--- src/rtl/keypad_decoder_pkg.sv ---
// Shared definitions for the PS/2 keypad decoder: FSM states, prefix codes
// and the scan-code-to-key-index table.
package keypad_decoder_pkg;

   typedef enum logic [1:0] {
      ST_IDLE    = 2'd0,
      ST_BRK     = 2'd1,
      ST_EXT     = 2'd2,
      ST_EXT_BRK = 2'd3
   } kbd_state_e;

   localparam logic [7:0] CODE_BRK     = 8'hF0;
   localparam logic [7:0] CODE_EXT     = 8'hE0;
   localparam logic [7:0] CODE_BAT_OK  = 8'hAA;
   localparam logic [7:0] CODE_BAT_ERR = 8'hFC;

   localparam int TABLE_SIZE = 16;

   // Entry i holds the set-2 scan code that maps to key index i.
   localparam logic [7:0] KEY_CODE_TABLE [TABLE_SIZE] = '{
      8'h22, 8'h16, 8'h1E, 8'h26,
      8'h15, 8'h1D, 8'h24, 8'h1C,
      8'h1B, 8'h23, 8'h1A, 8'h21,
      8'h25, 8'h2D, 8'h2B, 8'h2A
   };

   typedef struct packed {
      logic       hit;
      logic [4:0] idx;
   } key_lookup_t;

   function automatic key_lookup_t map_code(input logic [7:0] scan);
      key_lookup_t res;
      res = '0;
      for (int i = 0; i < TABLE_SIZE; i++) begin
         if (!res.hit && KEY_CODE_TABLE[i] == scan) begin
            res.hit = 1'b1;
            res.idx = 5'(i);
         end
      end
      return res;
   endfunction

   function automatic logic is_prefix(input logic [7:0] scan);
      return (scan == CODE_BRK) || (scan == CODE_EXT) ||
             (scan == CODE_BAT_OK) || (scan == CODE_BAT_ERR);
   endfunction

endpackage

--- src/rtl/keypad_event_fifo.sv ---
// Small synchronous FIFO for key events; a push on a full FIFO succeeds
// only when a pop happens in the same cycle, otherwise it is dropped.
module keypad_event_fifo #(
   parameter int WIDTH = 6,
   parameter int DEPTH = 4
) (
   input  logic                       clk,
   input  logic                       res,
   input  logic                       flush,
   input  logic                       push,
   input  logic [WIDTH-1:0]           push_data,
   input  logic                       pop,
   output logic                       valid,
   output logic [WIDTH-1:0]           head,
   output logic [$clog2(DEPTH):0]     count,
   output logic                       dropped
);

   localparam int AW = $clog2(DEPTH);
   localparam int CW = AW + 1;

   logic [WIDTH-1:0] mem [DEPTH];
   logic [AW-1:0]    wr_ptr;
   logic [AW-1:0]    rd_ptr;
   logic             full;
   logic             pop_ok;
   logic             push_ok;

   assign full    = (count == CW'(DEPTH));
   assign valid   = (count != '0);
   assign pop_ok  = pop && valid && !flush;
   assign push_ok = push && !flush && (!full || pop_ok);
   assign dropped = push && !flush && full && !pop_ok;
   assign head    = valid ? mem[rd_ptr] : '0;

   // Pointers are power-of-two wide, so natural overflow wraps them.
   always_ff @(posedge clk or negedge res) begin
      if (!res) begin
         wr_ptr <= '0;
         rd_ptr <= '0;
         count  <= '0;
      end else if (flush) begin
         wr_ptr <= '0;
         rd_ptr <= '0;
         count  <= '0;
      end else begin
         if (push_ok) wr_ptr <= wr_ptr + 1'b1;
         if (pop_ok)  rd_ptr <= rd_ptr + 1'b1;
         case ({push_ok, pop_ok})
            2'b10:   count <= count + 1'b1;
            2'b01:   count <= count - 1'b1;
            default: count <= count;
         endcase
      end
   end

   always_ff @(posedge clk) begin
      if (push_ok) mem[wr_ptr] <= push_data;
   end

endmodule

--- src/rtl/keypad_decoder.sv ---
// PS/2 set-2 keypad decoder: key-held matrix plus a press/release event FIFO.
// Optional KEYPAD_TYPEMATIC_FILTER_EN suppresses events that do not change the matrix.
//
// state      | meaning
// ST_IDLE    | waiting for a make code or a prefix byte
// ST_BRK     | F0 seen, next byte is a break
// ST_EXT     | E0 seen, extended code (ignored unless F0 follows)
// ST_EXT_BRK | E0 F0 seen, next byte is an ignored extended break
module keypad_decoder
   import keypad_decoder_pkg::*;
#(
   parameter int NUM_KEYS   = 16,
   parameter int FIFO_DEPTH = 4
) (
   input  logic                clk,
   input  logic                res,
   input  logic                code_valid,
   input  logic [7:0]          code,
   input  logic                clear,
   output logic [NUM_KEYS-1:0] key_matrix,
   output logic                any_key,
   output logic                evt_valid,
   output logic [4:0]          evt_key,
   output logic                evt_down,
   input  logic                evt_ready,
   output logic                overflow
);

   localparam logic [NUM_KEYS-1:0] KEY_ONE = NUM_KEYS'(1);

   kbd_state_e                 state;
   key_lookup_t                lookup;
   logic                       hit;
   logic [NUM_KEYS-1:0]        key_bit;
   logic                       is_make;
   logic                       is_break;
   logic                       clr_matrix;
   logic                       evt_push;
   logic [5:0]                 fifo_head;
   logic [$clog2(FIFO_DEPTH):0] fifo_count;
   logic                       fifo_dropped;

   always_comb begin
      lookup     = map_code(code);
      hit        = lookup.hit && (32'(lookup.idx) < NUM_KEYS);
      key_bit    = hit ? (KEY_ONE << lookup.idx) : '0;
      is_make    = code_valid && (state == ST_IDLE) && !is_prefix(code);
      is_break   = code_valid && (state == ST_BRK);
      clr_matrix = code_valid && (state == ST_IDLE) &&
                   ((code == CODE_BAT_OK) || (code == CODE_BAT_ERR));
`ifdef KEYPAD_TYPEMATIC_FILTER_EN
      // Only report real transitions: auto-repeat makes and stray breaks are silent.
      evt_push   = hit && ((is_make && !(|(key_matrix & key_bit))) ||
                           (is_break && (|(key_matrix & key_bit))));
`else
      evt_push   = hit && (is_make || is_break);
`endif
   end

   always_ff @(posedge clk or negedge res) begin
      if (!res) begin
         state      <= ST_IDLE;
         key_matrix <= '0;
         overflow   <= 1'b0;
      end else if (clear) begin
         state      <= ST_IDLE;
         key_matrix <= '0;
         overflow   <= 1'b0;
      end else begin
         if (code_valid) begin
            case (state)
               ST_IDLE: begin
                  if (code == CODE_BRK)      state <= ST_BRK;
                  else if (code == CODE_EXT) state <= ST_EXT;
                  else                       state <= ST_IDLE;
               end
               ST_EXT:  state <= (code == CODE_BRK) ? ST_EXT_BRK : ST_IDLE;
               default: state <= ST_IDLE;
            endcase
         end
         if (clr_matrix)    key_matrix <= '0;
         else if (is_make)  key_matrix <= key_matrix | key_bit;
         else if (is_break) key_matrix <= key_matrix & ~key_bit;
         if (fifo_dropped) overflow <= 1'b1;
      end
   end

   assign any_key = |key_matrix;

   keypad_event_fifo #(
      .WIDTH (6),
      .DEPTH (FIFO_DEPTH)
   ) u_fifo (
      .clk       (clk),
      .res       (res),
      .flush     (clear),
      .push      (evt_push),
      .push_data ({lookup.idx, is_make}),
      .pop       (evt_ready),
      .valid     (evt_valid),
      .head      (fifo_head),
      .count     (fifo_count),
      .dropped   (fifo_dropped)
   );

   assign evt_key  = fifo_head[5:1];
   assign evt_down = fifo_head[0];

endmodule

--- config.mk ---
export PLATFORM = sky130hd
export DESIGN_NAME = keypad_decoder
export DESIGN_NICKNAME = d
export VERILOG_FILES = /design/src/rtl/keypad_decoder_pkg.sv /design/src/rtl/keypad_event_fifo.sv /design/src/rtl/keypad_decoder.sv
export SDC_FILE = /design/constraint.sdc
export NUM_CORES = 1
export LEC_CHECK = 0
export BUFFER_PORTS_ARGS = -buffer_cell sky130_fd_sc_hd__buf_4
export CAP_MARGIN = 20
export CORE_MARGIN = 10
export CORE_UTILIZATION = 52
export DETAILED_ROUTE_END_ITERATION = 10
export GPL_ROUTABILITY_DRIVEN = 0
export PLACE_DENSITY_LB_ADDON = 0.2
export SYNTH_ARGS = -nofsm -noshare
export SYNTH_HDL_FRONTEND = slang
export SYNTH_SLANG_ARGS = --single-unit
--- constraint.sdc ---
create_clock -name clk -period 2.9 [get_ports clk]
set_clock_uncertainty 0.2 [all_clocks]
set_input_delay 0 -clock clk [delete_from_list [all_inputs] [get_ports clk]]
set_output_delay 0 -clock clk [all_outputs]
set_load 0.1 [all_outputs]
==> results by group, run 1 <==
Run status
  • Status: finished, final reports clean

Power
  • Switching Fraction: 0.2407
  • Power share of the clock group: 0.362
  • Pwr/cell area: 393.4 nW/um2
  • Internal power component: 0.9915 mW
  • Final Power: 1.306 mW
  • Seq pwr share: 0.521
  • NetSw: 0.3143 mW
  • Leak: 1.425 nW
  • Maximum VDD drop: 0.2597 mV
  • Logic pwr share: 0.117

Synthesis
  • Post-Synth Adder-Cell Area: 0.02574
  • Mapped Cells: 262
  • Mapped cell area: 2723 um2
  • Seq/Total Area, Yosys: 0.4596
  • Top FF cell, synth: dfrtp_1
  • Distinct cells, synth: 58
  • Simple-Gate Fraction of Synth Area: 0.2463
  • Compound-Gate Fraction of Synth Area: 0.08226
  • Post-synth EDFFs: 20
  • Mux share of post-synthesis cell area: 0.1222
  • Synth warn: 0
  • Syn_nets: 280
  • Largest family of logic cells by synthesized area: simple AND/OR/NAND/NOR gates
  • Avg Cell Area, Syn: 10.39 um2
  • Asr flop ratio synth: 0.5652
  • Flops & latches, synth: 46
  • Post-Synth XOR/XNOR Area: 0.01287

Clocking
  • Clock Latency Late Sink: 0.30 ns
  • CTS tree: built
  • Clock buffer depth: 2
  • Root Buffer: clkbuf_8
  • Num CTS Buffers: 5
  • Clock tree sinks: 46
  • Worst-path clk slew: 0.08 ns
  • CTS H-Tree Depth: 2

Floorplanning
  • Die height: 92.36 um
  • Die width: 92.36 um
  • Io pins: 38
  • Row cnt: 26
  • Die Footprint: 8530 um2
  • Core Region: 5107 um2
  • Initial core utilization: 0.5331

Finish
  • Commonest non-fill, non-tap cell in the layout: buf_4
  • Area Growth Syn to Fin: 21.92%
  • Ant diodes: 0
  • Fill cells: 421
  • Non-filler instance count after layout: 377
  • Commonest cells after routing, fill and taps aside: buf_4 (46), nor2_1 (38), dfrtp_1 (26), mux2i_1 (22), edfxtp_1 (20)
  • Share of cells above drive strength 1: 0.2476
  • Nets@finish: 324

Placement
  • PortBufs: 36
  • DPL Wire Length: 4.491 mm
  • Post-Place Cells: 357

Critical path
  • Arr. time, crit path: 2.77 ns
  • Reg2Reg Depth: 8
  • Crit Path Category: in2reg
  • Crit path launch type: input port
  • Crit path required time: 2.88 ns
  • CP Max Fanout: 7
  • Setup crit end kind: flip-flop

Drt
  • Detailed Route Iter0 Violations: 154
  • Vias after detailed routing: 2184
  • Post-route ant nets: 0
  • DRC: 0
  • WL/cell: 16.48 um
  • Initial DRT Pass Iterations: 4
  • Via density: 5.793
  • Aggregate routed wire length: 6.212 mm

GRT
  • Met3 GRT Util: 0.04843
  • Met2 usage: 0.2294
  • Vias in the first global route: 2103
  • GR Overflow Total: 0
  • Gr usage total: 0.1476
  • Initial antenna violation count: 0
  • First-pass GRT wire length: 10.32 mm
  • GR peak layer: met2
  • GR Util met1: 0.1920
  • Pin count of the biggest net entering global routing: 27

Hold path
  • Worst min path class: in2reg
  • Min-Delay Path Depth: 5

STA
  • Worst-margin pin slew: 0.6135 ns
  • Final-report setup violation count: 0
  • Maximum achievable frequency: 358.9 MHz
  • Final Hold Viols: 0
  • Final slew viol count: 0
  • Hold_ws: 0.04320 ns
  • TNS Setup: 0 ns
  • Final period utilization: 0.9608
  • Max transition margin: 0.5899
  • Post-route minimum period: 2.786 ns

Flow run
  • MaxCap Viol Count: 0
[cells in the mapped netlist, types with 4 or more instances]
library cell,number,area share
nor3_1,8,0.015
nor2_1,39,0.054
nand3_1,6,0.011
mux2i_1,22,0.081
mux4_2,5,0.041
ha_1,4,0.018
edfxtp_1,20,0.22
nand4_1,14,0.032
nand2_1,12,0.017
o21ai_0,5,0.0092
clkbuf_1,13,0.018
dfrtp_1,26,0.24
a21oi_1,5,0.0092
nor4_1,5,0.011
and2_1,10,0.023
inv_1,10,0.014
[layer usage]
metal / vias up / wire length [um]
met4: 0 / 72
met1: 1066 / 2728
met3: 6 / 392
met5: - / 0
li1: 1057 / -
met2: 55 / 3018
[worst max-delay path: stages]
cell and delay [ns]:
dlygate4sd3_1 0.55, buf_6 0.14, or2_4 0.25, nor4_4 0.26
nor2_2 0.09, and3_4 0.18, or3_4 0.36, fa_2 0.54
nor2_1 0.06, a32oi_1 0.22, o221ai_2 0.12
[layout make-up]
cell class,count,area [um2],area share
Multi-Input combinational cell,186,1365,0.4112
Sequential cell,46,1251,0.3769
Timing Repair Buffer,57,467.9,0.1410
Tap cell,70,87.58,0.02639
Clock buffer,6,72.57,0.02186
Clock inverter,2,37.54,0.01131
Inverter,10,37.54,0.01131
[power groups by stage]
stage / Combinational (mW) / Clock (mW) / Sequential (mW)
floorplan: 0.0907 / 0 / 0.696
global placement: 0.135 / 0 / 0.695
detailed placement: 0.136 / 0 / 0.695
CTS: 0.146 / 0.482 / 0.681
global route: 0.166 / 0.504 / 0.681
finish: 0.153 / 0.472 / 0.681
[repair_timing]
item	CTS	global route
setup endpoints to repair	0	2
hold buffers	9	0
hold endpoints to repair	40	0
gates resized for setup	0	8
buffers inserted	0	3
[per-stage QoR]
step / util / setup WS [ns] / cell area [um2]
after floorplan: - / 0.1243 / 2725
after global placement: 0.5977 / 0.2287 / 3053
after detailed placement: 0.5977 / 0.1822 / 3053
after CTS: 0.6389 / 0.01047 / 3263
after global routing: 0.6499 / -0.01507 / 3319
final: 0.6499 / 0.1136 / 3319
[logic make-up after synthesis]
group | Yosys count
mux | 27
buf+inv | 30
xor+xnor | 4
flops | 46
simple gates | 120
compound gates | 29
fa+ha+maj | 5
other cells | 1
[state kept, by name (all words and copies together) (netlist names)]
register       flops
state              2
u_fifo.rd_ptr      2
overflow           1
key_matrix        16
u_fifo.wr_ptr      2
u_fifo.mem        20
u_fifo.count       3
[worst paths after layout]
check                           startpoint                to  slack [ns]
max                                code[3]   u_fifo.count[1]        0.11
min                                code[0]     key_matrix[1]        0.04
max reg2reg                       state[0]   u_fifo.count[1]        0.22
min reg2reg                u_fifo.count[2]   u_fifo.count[2]        0.32
max in group asynchronous              res  u_fifo.rd_ptr[0]        1.85
min in group asynchronous              res     key_matrix[7]        0.50
No activity file was read; power rests on OpenSTA's default activity.
==> inputs of run 2 (changes only) <==
--- a/config.mk
+++ b/config.mk
@@ -5,11 +5,11 @@
 export SDC_FILE = /design/constraint.sdc
 export NUM_CORES = 1
 export LEC_CHECK = 0
-export BUFFER_PORTS_ARGS = -buffer_cell sky130_fd_sc_hd__buf_4
 export CAP_MARGIN = 20
 export CORE_MARGIN = 10
-export CORE_UTILIZATION = 52
+export CORE_UTILIZATION = 57
 export DETAILED_ROUTE_END_ITERATION = 10
+export DONT_BUFFER_PORTS = 1
 export GPL_ROUTABILITY_DRIVEN = 0
 export PLACE_DENSITY_LB_ADDON = 0.2
 export SYNTH_ARGS = -nofsm -noshare
==> constraint.sdc (replaced) <==
create_clock -name clk -period 2.9 [get_ports clk]
set_clock_uncertainty 0.2 [all_clocks]
set_input_delay 0.58 -clock clk [delete_from_list [all_inputs] [get_ports clk]]
set_output_delay 0.58 -clock clk [all_outputs]
set_load 0.1 [all_outputs]
==> run 2 against run 1 <==
Compared with the run above: sequential share of layout area rose by 1.3 points; largest cell class unchanged; setup slack got worse by 0.013 ns; sequential power barely moved; total power fell by 7.6%; hold slack improved by 0.068 ns; global-route usage rose by 3.2 points.
==> results by group, run 2 (same netlist as run 1, synthesis figures left out) <==
Critical path
  • Arr. time, crit path: 2.84 ns (was 2.77 ns)
  • FF-to-FF setup slack: 0.26 ns (was 0.22 ns)
  • Worst setup path start: code[5] (was code[3])
  • Crit path required time: 2.94 ns (was 2.88 ns)
  • Reg2reg start: state[0] (unchanged)
  • Worst Setup EP: u_fifo.count[1] (unchanged)
  • CP Max Fanout: 7 (unchanged)
  • Crit Path Category: in2reg (unchanged)
  • Setup crit end kind: flip-flop (unchanged)
  • Reg2Reg Depth: 8 (unchanged)
  • Crit path launch type: input port (unchanged)
  • Reg2reg end: u_fifo.count[1] (unchanged)

Power
  • NetSw: 0.3115 mW (was 0.3143 mW)
  • Power share of the clock group: 0.337 (was 0.362)
  • Internal power component: 0.8957 mW (was 0.9915 mW)
  • Pwr/cell area: 376.6 nW/um2 (was 393.4 nW/um2)
  • Seq pwr share: 0.564 (was 0.521)
  • Leak: 1.354 nW (was 1.425 nW)
  • Switching Fraction: 0.2580 (was 0.2407)
  • Maximum VDD drop: 0.3241 mV (was 0.2597 mV)
  • Logic pwr share: 0.099 (was 0.117)
  • Final Power: 1.207 mW (was 1.306 mW)

Clocking
  • Num CTS Buffers: 5 (unchanged)
  • Clock tree sinks: 46 (unchanged)
  • Root Buffer: clkbuf_8 (unchanged)
  • Worst-path clk slew: 0.10 ns (was 0.08 ns)
  • Post-CTS Setup Bufs: 0 (unchanged)
  • CTS tree: built (unchanged)
  • Clock Latency Late Sink: 0.31 ns (was 0.30 ns)
  • CTS H-Tree Depth: 2 (unchanged)
  • Clock buffer depth: 2 (unchanged)

STA
  • Final Hold Viols: 0 (unchanged)
  • Final-report setup violation count: 0 (unchanged)
  • Max transition margin: 0.4006 (was 0.5899)
  • Hold_ws: 0.1110 ns (was 0.04320 ns)
  • Final slew viol count: 0 (unchanged)
  • Maximum achievable frequency: 357.2 MHz (was 358.9 MHz)
  • TNS Setup: 0 ns (unchanged)
  • Worst-margin pin slew: 0.8991 ns (was 0.6135 ns)
  • Final period utilization: 0.9653 (was 0.9608)
  • RSZ-0062 raised after global routing: no
  • Post-route minimum period: 2.799 ns (was 2.786 ns)

Finish
  • Ant diodes: 0 (unchanged)
  • Registers with the most flip-flops: u_fifo.mem: 20 flops, key_matrix: 16 flops, u_fifo.count: 3 flops (unchanged)
  • Area Growth Syn to Fin: 17.74% (was 21.92%)
  • Final core occ: 0.6878 (was 0.6499)
  • Share of cells above drive strength 1: 0.2371 (was 0.2476)
  • Commonest cells after routing, fill and taps aside: nor2_1 (38), buf_4 (34), dfrtp_1 (26), mux2i_1 (22), edfxtp_1 (20) (was buf_4 (46), nor2_1 (38), dfrtp_1 (26), mux2i_1 (22), edfxtp_1 (20))
  • Commonest non-fill, non-tap cell in the layout: nor2_1 (was buf_4)
  • Cell area after layout: 3206 um2 (was 3319 um2)
  • Max reg flops: 20 (unchanged)
  • Nets@finish: 308 (was 324)
  • Top reg by flops: u_fifo.mem (unchanged)

GRT
  • Gr usage total: 0.1793 (was 0.1476)
  • Initial antenna violation count: 0 (unchanged)
  • GR Overflow Total: 0 (unchanged)
  • Vias in the first global route: 2240 (was 2103)
  • Pin count of the biggest net entering global routing: 27 (unchanged)
  • First-pass GRT wire length: 11.08 mm (was 10.32 mm)

Floorplanning
  • Die Footprint: 7941 um2 (was 8530 um2)
  • Row cnt: 25 (was 26)
  • Io pins: 38 (unchanged)
  • Core Region: 4661 um2 (was 5107 um2)
  • Initial core utilization: 0.5842 (was 0.5331)
  • Die width: 89.11 um (was 92.36 um)
  • Die height: 89.11 um (was 92.36 um)

Placement
  • PortBufs: 0 (was 36)
  • DPL Wire Length: 4.892 mm (was 4.491 mm)
  • Post-DP Area: 3083 um2 (was 3053 um2)

Drt
  • Via density: 6.157 (was 5.793)
  • Initial DRT Pass Iterations: 4 (unchanged)
  • DRC: 0 (unchanged)
  • Vias after detailed routing: 2124 (was 2184)
  • Post-route ant nets: 0 (unchanged)
  • Aggregate routed wire length: 6.549 mm (was 6.212 mm)
  • Detailed Route Iter0 Violations: 124 (was 154)
  • WL/cell: 18.98 um (was 16.48 um)

Flow run
  • MaxCap Viol Count: 0 (unchanged)

Run status
  • Status: finished, final reports clean (unchanged)

Hold path
  • Worst min path class: in2reg (unchanged)
==> run 2: power groups by stage <==
stage          clock [mW]  sequential, mW  combinational (mW)
2_1_floorplan           0           0.696              0.0957
5_1_grt             0.443           0.681               0.129
6_report            0.407           0.681               0.119
4_1_cts             0.415           0.681               0.120
3_5_place_dp            0           0.695               0.107
3_3_place_gp            0           0.695               0.105
==> run 2: metal layers <==
layer  track usage  share of wire  vias to the layer above  wire length [um]
met2        0.3109           0.50                       59              3305
met4       0.05347          0.011                        0                70
met1        0.2068           0.41                     1045              2693
met5             0              0                        -                 0
met3       0.05561          0.073                        6               480
li1              -              -                     1014                 -
==> run 2: how the worst min path moves through the flow <==
stage               slack, ns   from               to  depth (start not counted)
global route              0.1  clear         state[0]                          1
floorplan                0.08    res    key_matrix[0]                          0
global placement         0.09    res  u_fifo.count[1]                          0
detailed placement       0.09    res  u_fifo.count[1]                          0
finish                   0.11  clear         state[0]                          1
CTS                      0.11  clear         state[0]                          1
==> run 2: through the flow <==
stage	std cells	setup WS, ns
after floorplan	262	-0.2996
after global placement	335	-0.1462
after detailed placement	335	-0.2389
after CTS	345	0.1003
after global routing	345	0.01488
final	345	0.1006
==> run 2: area by class of cell <==
class	count	area, um2
tap	54	67.56
multi-input combinational	186	1371
inverter	10	37.54
clock buffer	5	68.82
sequential	46	1251
clock inverter	3	23.77
fill	359	1455
timing repair buffer	41	385.4
==> run 2: repair_timing <==
item,4_1_cts,5_1_grt
endpoints found under the hold margin,26,0
hold buffers,2,0
gates resized for setup,0,0
==> run 2: critical path, cell delays in order <==
cell and delay [ns]:
or4b_4 0.52, a41o_1 0.28, nor3_4 0.20, and3_1 0.21, or3_4 0.13, fa_2 0.45, nor3_1 0.19, mux2i_1 0.11
o221ai_2 0.16
